File: src/rtl/alu_share_pkg.sv
// Shared types and constants for the two-port ALU sharing arbiter.
// Op-code values mirror the ALU control decoder's Operation encoding.
package alu_share_pkg;

  localparam int ALU_DATA_W = 32;
  localparam int ALU_OP_W   = 4;

  typedef enum logic {
    PORT0 = 1'b0,
    PORT1 = 1'b1
  } owner_t;

  localparam logic [ALU_OP_W-1:0] OP_ADD = 4'b0100;
  localparam logic [ALU_OP_W-1:0] OP_SUB = 4'b0010;
  localparam logic [ALU_OP_W-1:0] OP_OR  = 4'b0011;
  localparam logic [ALU_OP_W-1:0] OP_SLT = 4'b1110;

  function automatic owner_t to_owner(input logic sel);
    return sel ? PORT1 : PORT0;
  endfunction

endpackage

File: src/rtl/rr_arbiter2.sv
// Two-way round-robin arbiter; the pointer moves only when a grant is accepted.
// Generic so it can front any future shared resource.
module rr_arbiter2 (
  input  logic       clk,
  input  logic       reset,
  input  logic [1:0] req,
  input  logic       accept,
  output logic [1:0] grant,
  output logic       last_grant
);

  // On contention the port that did not win last time is preferred.
  always_comb begin
    grant = 2'b00;
    if (req == 2'b11) begin
      grant = last_grant ? 2'b01 : 2'b10;
    end else begin
      grant = req;
    end
  end

  always_ff @(posedge clk) begin
    if (reset) begin
      last_grant <= 1'b1;
    end else if (accept && (grant != 2'b00)) begin
      last_grant <= grant[1];
    end
  end

endmodule

File: src/rtl/alu_share_arbiter.sv
// Shares one combinational ALU between the execute stage (port 0) and the
// branch/address unit (port 1) through an issue register and per-port response registers.
module alu_share_arbiter
  import alu_share_pkg::*;
#(
  parameter int DATA_W = ALU_DATA_W,
  parameter int OP_W   = ALU_OP_W
) (
  input  logic              clk,
  input  logic              reset,

  input  logic              req0_valid,
  output logic              req0_ready,
  input  logic [OP_W-1:0]   req0_op,
  input  logic [DATA_W-1:0] req0_a,
  input  logic [DATA_W-1:0] req0_b,

  input  logic              req1_valid,
  output logic              req1_ready,
  input  logic [OP_W-1:0]   req1_op,
  input  logic [DATA_W-1:0] req1_a,
  input  logic [DATA_W-1:0] req1_b,

  output logic              rsp0_valid,
  input  logic              rsp0_ready,
  output logic [DATA_W-1:0] rsp0_result,
  output logic              rsp0_zero,

  output logic              rsp1_valid,
  input  logic              rsp1_ready,
  output logic [DATA_W-1:0] rsp1_result,
  output logic              rsp1_zero,

  output logic [OP_W-1:0]   alu_op,
  output logic [DATA_W-1:0] alu_a,
  output logic [DATA_W-1:0] alu_b,
  input  logic [DATA_W-1:0] alu_result,
  input  logic              alu_zero
);

  logic              s1_valid;
  logic [OP_W-1:0]   s1_op;
  logic [DATA_W-1:0] s1_a;
  logic [DATA_W-1:0] s1_b;
  owner_t            s1_owner;

  logic [1:0]        grant;
  logic              last_grant;
  logic              accept;
  logic              dst_free;
  logic              advance;
  logic              s1_free;
  logic              wr0;
  logic              wr1;

  rr_arbiter2 u_arb (
    .clk        (clk),
    .reset      (reset),
    .req        ({req1_valid, req0_valid}),
    .accept     (accept),
    .grant      (grant),
    .last_grant (last_grant)
  );

  // S1 only loads on an accept, which is also the only time the pointer moves,
  // so the pointer always names the owner of the operation sitting in S1.
  assign s1_owner = to_owner(last_grant);

  always_comb begin
    dst_free = 1'b0;
    if (s1_owner == PORT1) begin
      dst_free = !rsp1_valid || rsp1_ready;
    end else begin
      dst_free = !rsp0_valid || rsp0_ready;
    end
  end

  assign advance = s1_valid && dst_free;
  assign s1_free = !s1_valid || advance;
  assign wr0     = advance && (s1_owner == PORT0);
  assign wr1     = advance && (s1_owner == PORT1);

  assign req0_ready = s1_free && grant[0] && !reset;
  assign req1_ready = s1_free && grant[1] && !reset;
  assign accept     = (req0_valid && req0_ready) || (req1_valid && req1_ready);

  always_ff @(posedge clk) begin
    if (reset) begin
      s1_valid <= 1'b0;
      s1_op    <= '0;
      s1_a     <= '0;
      s1_b     <= '0;
    end else if (accept) begin
      s1_valid <= 1'b1;
      s1_op    <= grant[1] ? req1_op : req0_op;
      s1_a     <= grant[1] ? req1_a  : req0_a;
      s1_b     <= grant[1] ? req1_b  : req0_b;
    end else if (advance) begin
      s1_valid <= 1'b0;
    end
  end

  // The ALU sees zeros whenever no operation is in flight.
  assign alu_op = s1_valid ? s1_op : '0;
  assign alu_a  = s1_valid ? s1_a  : '0;
  assign alu_b  = s1_valid ? s1_b  : '0;

  // A write wins over a same-cycle drain, so a streaming port sees no bubble.
  always_ff @(posedge clk) begin
    if (reset) begin
      rsp0_valid  <= 1'b0;
      rsp0_result <= '0;
      rsp0_zero   <= 1'b0;
    end else if (wr0) begin
      rsp0_valid  <= 1'b1;
      rsp0_result <= alu_result;
      rsp0_zero   <= alu_zero;
    end else if (rsp0_valid && rsp0_ready) begin
      rsp0_valid  <= 1'b0;
    end
  end

  always_ff @(posedge clk) begin
    if (reset) begin
      rsp1_valid  <= 1'b0;
      rsp1_result <= '0;
      rsp1_zero   <= 1'b0;
    end else if (wr1) begin
      rsp1_valid  <= 1'b1;
      rsp1_result <= alu_result;
      rsp1_zero   <= alu_zero;
    end else if (rsp1_valid && rsp1_ready) begin
      rsp1_valid  <= 1'b0;
    end
  end

endmodule
File: config.mk
export PLATFORM = sky130hd
export DESIGN_NAME = alu_share_arbiter
export DESIGN_NICKNAME = d
export VERILOG_FILES = /design/src/rtl/alu_share_pkg.sv /design/src/rtl/rr_arbiter2.sv /design/src/rtl/alu_share_arbiter.sv
export SDC_FILE = /design/constraint.sdc
export NUM_CORES = 1
export LEC_CHECK = 0
export CAP_MARGIN = 20
export CELL_PAD_IN_SITES_DETAIL_PLACEMENT = 2
export CELL_PAD_IN_SITES_GLOBAL_PLACEMENT = 2
export CORE_UTILIZATION = 24
export DETAILED_ROUTE_END_ITERATION = 8
export PLACE_DENSITY = 0.81
export SLEW_MARGIN = 30
export SYNTH_ARGS = -nofsm -noshare
export SYNTH_HDL_FRONTEND = slang
export SYNTH_HIERARCHICAL = 1
export SYNTH_SLANG_ARGS = --single-unit
File: constraint.sdc
create_clock -name clk -period 5.35 [get_ports clk]
set_input_delay 0.535 -clock clk [delete_from_list [all_inputs] [get_ports clk]]
set_output_delay 0.535 -clock clk [all_outputs]
set_load 0.1 [all_outputs]
; Word level (Yosys, flattened, before mapping)
; Cells that the tools add are included.
; W data, S select, Z words.
[word_totals]
word_cells = 53
ff_bits = 138
[classes]
mux = 16
bitwise_logic = 1
reduce_logical = 24
eq_ne = 1
[op_table]
columns = operator, n
row1 = $mux W32, 4
row2 = $logic_and A1 B1 Y1, 12
row3 = $mux W1, 8
row4 = $mux W4, 2
row5 = $reduce_bool A2 Y1, 4
row6 = $logic_not A1 Y1, 4
row7 = $logic_or A1 B1 Y1, 4
row8 = $mux W2, 2
row9 = $eq A2 B2 Y1 const B, 1
row10 = $not A1 Y1, 1

; Depth between registers and ports, before layout
; Gate-level depths: netlist of the first run.
[depth]
depth_word = 10
mapped_depth = 9

; By module
; The synthesis of the first run kept the hierarchy.
[by_module_without_submodules]
columns = mod, seq_area_each_um2, area_per_inst_um2, instances, cells_each
row1 = alu_share_arbiter, 2742.6, 6391.1, 1, 718
row2 = rr_arbiter2, 20.0, 61.3, 1, 7

; Least setup slack after synthesis of the first run
; OpenSTA, ideal clock, no wires.
[synth_timing]
path_kind = register to output
startpoint = register rsp0_valid
endpoint = output port req0_ready
path_stages_with_launch = 6
n_path_buf = 2
t_arrival_ns = 3.678
setup_slack_ns = 1.137
t_required_ns = 4.815
cell_sequence = dfxtp_1 nand4bb_1 buf_2 clkbuf_1 nand2_1 nor3b_1
[synth_between]
elab_chain_cells = 7
[synth_rtl]
columns = item, line
row1 = start: declaration, alu_share_arbiter.sv:24  ; output logic rsp0_valid,
row2 = start signal: assignment, alu_share_arbiter.sv:111  ; rsp0_valid <= 1'b0;
row3 = start signal: assignment, alu_share_arbiter.sv:115  ; rsp0_valid <= 1'b1;
row4 = start signal: assignment, alu_share_arbiter.sv:119  ; rsp0_valid <= 1'b0;
row5 = $logic_not A1 Y1, alu_share_arbiter.sv:74  ; dst_free = !rsp0_valid || rsp0_ready;
row6 = $logic_or A1 B1 Y1, alu_share_arbiter.sv:74
row7 = $mux W1, alu_share_arbiter.sv:71  ; if (s1_owner == PORT1) begin
row8 = $logic_and A1 B1 Y1, alu_share_arbiter.sv:78  ; assign advance = s1_valid && dst_free;
row9 = $logic_or A1 B1 Y1, alu_share_arbiter.sv:79  ; assign s1_free = !s1_valid || advance;
row10 = $logic_and A1 B1 Y1 (2 in a row), alu_share_arbiter.sv:83  ; assign req0_ready = s1_free && grant[0] && !reset;
row11 = end: declaration, alu_share_arbiter.sv:13  ; output logic req0_ready,
; Every way passes these cells.

; Worst setup path after layout of the first run
[layout_timing]
startpoint = input port req1_valid
endpoint = output port req1_ready
[layout_between]
elab_chain_cells = 4
[layout_rtl]
columns = item, line
row1 = start: declaration, alu_share_arbiter.sv:18  ; input logic req1_valid,
row2 = $eq A2 B2 Y1, rr_arbiter2.sv:15  ; if (req == 2'b11) begin
row3 = $mux W2 *, rr_arbiter2.sv:15
row4 = via grant[1], alu_share_arbiter.sv:47  ; logic [1:0] grant;
row5 = $logic_and A1 B1 Y1 * (2 in a row), alu_share_arbiter.sv:84  ; assign req1_ready = s1_free && grant[1] && !reset;
row6 = end: declaration, alu_share_arbiter.sv:19  ; output logic req1_ready,
; Mark *: on every way through the listed nets, which the timed path passes. The rest lies on a longest branch.

==> metrics.txt, run 1 <==
status=finished with violations; failing checks=DRC; detailed-route via count=6,726; Die W=166 um; Tightest Pin Transition=1.05 ns; LEAKAGE=0.00358 uW; Post-Syn Nets=900; CTS Buf Count=17; Logic pwr share=22.7%; H-tree levels=4; worst reg2reg startpoint=u_arb/last_grant; hold_buf cts=0; final instance area=10,300 sq um; CP Launch Point=req1_valid; M1 WL=11,500 um; drt wl/cell=20.7 um; Seq/Total Area, Yosys=42.8%; path depth of the worst reg2reg path=5; Area growth, synth to finish=60.3%; switching power=950 uW; final antenna-violating net count=0; Buffers on Ports=312; Cell Area, Placed=9760 sq um; die height=166 um; WL met2=14,100 um; CTS tree=done; CTS root buf=clkbuf_16; Post-Route Skew=0.00997 ns; type of origin of the critical path=input pin; clk_lat worst skew=0.42 ns; kind of critical path=input pin to primary output; P_int=2110 uW; Tmin final=3.56 ns; setup ws final=1.79 ns; Total GRT Usage=20.0%; fmax=281 MHz; clk sinks=138; Congestion Overflow GR=0; via/cell ratio=5.06; DRC Markers=34; Setup WS pre-CTS=1.73 ns; synth warn=6; Rel. slew slack=29.5%; largest net degree at the start of global routing=71; RSZ-0062 raised after global routing=false; Site Rows=59; count of final setup violators=0; DP HPWL=19,100 um; Net count, final=1,154; router iterations before antenna repair=6; max cap viols=0; final hold vios=0; postcts setup bufs=0; switching share of power=31.1%; Worst Path Max Fanout=21; Seq pwr share=36.9%; synthesized area=6450 sq um; critical path required time=4.82 ns; Mapped Cells=725; Final GP Congestion=0.748; Total Wirelength=27,600 um; worst hold path type=input pin to flop; Fill cells=2,854; DRT iter0 DRCs=272; WP data arrival=3.02 ns; hold path depth=2; layout cells sized above 1=8.67%; clk slew on worst S/H paths=0.06 ns; Ports=313; most common cell after layout, fill and taps aside=clkdlybuf4s50_1; Clk pwr share=40.4%; metal3 WL=1400 um; Post-Layout Cell Count=1,328; Initial Util=24.6%; first-pass GRT wire length=43,200 um; count of different cell masters after synthesis=27; Core Box Area=26,200 sq um; Die ar.=27,500 sq um; most frequent cells in the layout=clkdlybuf4s50_1, dfxtp_1, and2_1, a31oi_1, a21oi_1; cell count after placement=1,295; Peak VDD IR=0.172 mV; clock buffer depth=2; post-synthesis register bit count=138; period utilisation layout=66.5%; number of global-route vias before repair=7,369; hold path start=reset; CTS resizes=0; CP Capture Type=primary output; Setup TNS=0 ns; Top Metal Used=met4; syn_area_per_cell=8.90 sq um; initial antenna violation count=1; Final Max Slew Viols=0; Pwr Density=295 nW/um^2
## critical path: stages
cell             delay, ns
clkdlybuf4s50_1       0.56
a21boi_4              0.20
buf_4                 0.33
nor3b_1               0.24
clkdlybuf4s50_1       1.16
## per-stage QoR
| stage | hold slack, ns | utilization, % | total power, uW |
|---|---|---|---|
| global placement | 0.460 | 37.3 | 1830 |
| CTS | 0.459 | 39.6 | 3110 |
| detailed placement | 0.471 | 37.2 | 1850 |
| finish | 0.465 | 39.5 | 3060 |
| floorplan | 0.515 | - | 1580 |
| global route | 0.464 | 39.5 | 3190 |
## flip-flops by register name (all words and copies together), names as in the netlist, 4 cells and up
register / flops
s1_op: 4
rsp1_result: 32
rsp0_result: 32
s1_b: 32
s1_a: 32
## layer usage
metal	vias to the layer above	global-route usage [%]
met3	35	4.24
li1	3185	-
met5	-	0
met2	183	35.7
met4	0	6.30
met1	3323	23.7
## Yosys cell counts
master,count,area share (%)
and2_1,69,6.7
buf_6,3,0.52
nor3_1,1,0.077
o21bai_2,1,0.17
nand2b_1,3,0.29
inv_1,1,0.058
clkbuf_1,72,4.2
a211oi_1,48,5.6
and3_1,2,0.19
dfxtp_1,138,43
buf_4,1,0.12
nor2b_1,3,0.29
nand4bb_1,1,0.17
o21ai_0,66,5.1
a21oi_1,69,5.4
a22oi_1,1,0.12
a21boi_0,2,0.23
buf_1,6,0.35
a31oi_1,69,6.7
buf_2,9,0.70
nand3_1,66,5.1
a22o_1,1,0.14
nor3b_1,2,0.23
a211oi_2,20,3.9
mux2i_1,68,11
nand2_1,2,0.12
nand4b_2,1,0.23
## worst paths after layout
path | end | slack (ns)
worst max-delay path | req1_ready | 1.79
worst min-delay path | s1_a[0] | 0.47
worst max register to register | s1_b[8] | 2.08
worst min register to register | rsp0_result[19] | 0.48
## layout make-up
| cell class | count | area [sq um] | area share, % |
|---|---|---|---|
| diodes | 1 | 2.50 | 0.0242 |
| clock buffers | 20 | 447 | 4.32 |
| clock inverters | 12 | 164 | 1.58 |
| inverters | 1 | 3.75 | 0.0363 |
| multi-input cells | 495 | 3360 | 32.5 |
| flip-flops and latches | 138 | 2760 | 26.7 |
| well taps | 335 | 419 | 4.05 |
| repair buffers | 326 | 3190 | 30.8 |
## power by group through the flow
stage | clock (uW) | sequential (uW) | combinational [uW]
4_1_cts | 1280 | 1130 | 703
3_3_place_gp | 0 | 1150 | 684
6_report | 1240 | 1130 | 693
5_1_grt | 1320 | 1140 | 734
2_1_floorplan | 0 | 1240 | 337
3_5_place_dp | 0 | 1150 | 699
## logic make-up (layout without fill, tap and decap cells)
family                 Yosys count  count (layout)  share of synthesized area, %
muxes                           68              68                          10.5
AOI/OAI and AO/OA              277             277                          27.3
other                            0               1                             0
buffers and inverters           92             359                          5.93
and+or+nand+nor                150             150                          13.4
DFF                            138             138                          42.8
(Power assumes the default switching activity.)
==> inputs of run 2 (changes only) <==
CORE_UTILIZATION = 23   (was 24)
PLACE_DENSITY = 0.78   (was 0.81)
clock period = 3.3 ns   (was 5.35 ns; I/O delays follow)
==> run 2 against run 1 <==
Largest power group unchanged. Die area grew 4.3%. Clock skew grew 0.0026 ns. The run now ends clean. Sequential cell count is the same. Worst hold slack lost 0.052 ns. Power grew 65%. Sequential share of layout area is the same. Final cell count grew 3.5%. Global-route usage shrank 1.1 points. Highest routed layer unchanged. Critical endpoint is now req0_ready. Critical path depth shrank 1. Via count grew 1.3%. Setup slack lost 1.1 ns. Utilization shrank 1.5 points.
==> metrics.txt, run 2 (same netlist as run 1, synthesis figures left out) <==
Total GRT Usage=18.9% (was 20.0%); clock buffer depth=2 (unchanged); clk sinks=138 (unchanged); fmax=389 MHz; Ports=313 (unchanged); Setup TNS=0 ns (unchanged); Final GP Congestion=0.766 (was 0.748); critical path required time=2.97 ns (was 4.82 ns); count of final setup violators=0 (unchanged); LEAKAGE=0.00378 uW (was 0.00358 uW); Worst Path Max Fanout=17 (was 21); DRT iter0 DRCs=320 (was 272); Seq pwr share=36.4% (was 36.9%); initial antenna violation count=1 (unchanged); layout cells sized above 1=16.2% (was 8.67%); CP max stage delay=0.62 ns (was 1.16 ns); switching share of power=30.9% (was 31.1%); Tightest Pin Transition=1.04 ns (was 1.05 ns); most frequent cells in the layout=clkdlybuf4s50_1, dfxtp_1, buf_4 (was clkdlybuf4s50_1, dfxtp_1, and2_1, a31oi_1, a21oi_1); CTS root buf=clkbuf_16 (unchanged); status=finished clean (was finished with violations); Total Power=5030 uW (was 3060 uW); router iterations before antenna repair=4 (was 6); Area growth, synth to finish=60.3% (unchanged); Die ar.=28,700 sq um (was 27,500 sq um); switching power=1560 uW (was 950 uW); Post-Route Skew=0.0126 ns (was 0.00997 ns); Initial Util=23.7% (was 24.6%); DP HPWL=19,300 um (was 19,100 um); drt wl/cell=20.0 um (was 20.7 um); Cell Chain, Critical Path=nand4bb_4 > nand2_1 > nor3b_1 > buf_12 (was clkdlybuf4s50_1 > a21boi_4 > buf_4 > nor3b_1 > clkdlybuf4s50_1); CTS tree=done (unchanged); Final Max Slew Viols=0 (unchanged); first-pass GRT wire length=42,000 um (was 43,200 um); RSZ-0062 raised after global routing=false (unchanged); CP max-delay cell=dfxtp_1 (was clkdlybuf4s50_1); DRC Markers=0 (was 34); Core Box Area=27,300 sq um (was 26,200 sq um); Cell Area, Placed=9740 sq um (was 9760 sq um); via/cell ratio=4.96 (was 5.06); WP data arrival=2.24 ns (was 3.02 ns); Die W=169 um (was 166 um); CP Capture Type=primary output (unchanged); Net count, final=1,163 (was 1,154); Tmin final=2.57 ns; number of global-route vias before repair=7,123 (was 7,369); kind of critical path=flop to primary output (was input pin to primary output); Clk pwr share=41.2% (was 40.4%); period utilisation layout=78.0%; Pwr Density=486 nW/um^2 (was 295 nW/um^2); Rel. slew slack=30.3% (was 29.5%); die height=169 um (was 166 um); Hold WS=0.414 ns (was 0.465 ns); max cap viols=0 (unchanged); worst hold path type=input pin to flop (unchanged); Buffers on Ports=312 (unchanged); Logic pwr share=22.4% (was 22.7%); clk_lat worst skew=0.42 ns (about the same); Peak VDD IR=0.273 mV (was 0.172 mV); H-tree levels=4 (unchanged); Total Wirelength=27,500 um (was 27,600 um); final antenna-violating net count=0 (unchanged); P_int=3470 uW (was 2110 uW); Congestion Overflow GR=0 (unchanged); postcts setup bufs=0 (unchanged); hold_buf cts=0 (unchanged); largest net degree at the start of global routing=61 (was 71); detailed-route via count=6,813 (was 6,726); final instance area=10,300 sq um (unchanged); CTS Buf Count=17 (unchanged); clk slew on worst S/H paths=0.06 ns (about the same); Fill cells=2,996 (was 2,854); most common cell after layout, fill and taps aside=clkdlybuf4s50_1 (unchanged); CTS resizes=0 (unchanged); Site Rows=60 (was 59); final hold vios=0 (unchanged); type of origin of the critical path=flop (was input pin)
run 2: metal layers:
metal,up-vias,routed length [um],track usage (%)
li1,3200,-,-
met4,0,839,7.83
met1,3358,11900,23.4
met2,204,13200,31.2
met3,51,1530,4.59
met5,-,0,0
run 2: layout make-up:
class	instances	area, sq um	area share [%]
tap	372	465	4.50
inverter	1	3.75	0.0363
antenna	1	2.50	0.0242
multi-input combinational	495	3350	32.4
sequential	138	2760	26.7
timing repair buffer	335	3130	30.3
clock inverter	13	191	1.85
clock buffer	19	433	4.18
run 2: critical path, delay by kind of cell, from the launching register on:
kind / cells / cell delay [ns]
simple gates: 3 / 0.96
flops: 1 / 0.62
buf+inv: 1 / 0.23
run 2: metrics by stage:
stage / util (%) / std cells / worst slack, ns
2_1_floorplan: - / 725 / -0.708
3_3_place_gp: 35.8 / 1341 / 0.956
3_5_place_dp: 35.7 / 1341 / 0.829
4_1_cts: 38.0 / 1373 / 0.688
5_1_grt: 38.0 / 1373 / 0.632
6_report: 38.0 / 1374 / 0.726
run 2: final timing paths:
check              startpoint         endpoint  slack (ns)  cells after the start
max reg2reg  u_arb/last_grant          s1_a[0]        1.14                      6
max          u_arb/last_grant       req0_ready        0.73                      4
min reg2reg   rsp0_result[25]  rsp0_result[25]        0.48                      2
min                     reset  rsp1_result[28]        0.41                      2
run 2: power by group through the flow:
stage	clock network (uW)	logic, uW	registers, uW
4_1_cts	2130	1140	1830
6_report	2070	1130	1830
3_3_place_gp	0	1120	1860
5_1_grt	2200	1200	1840
3_5_place_dp	0	1140	1870
2_1_floorplan	0	546	2010
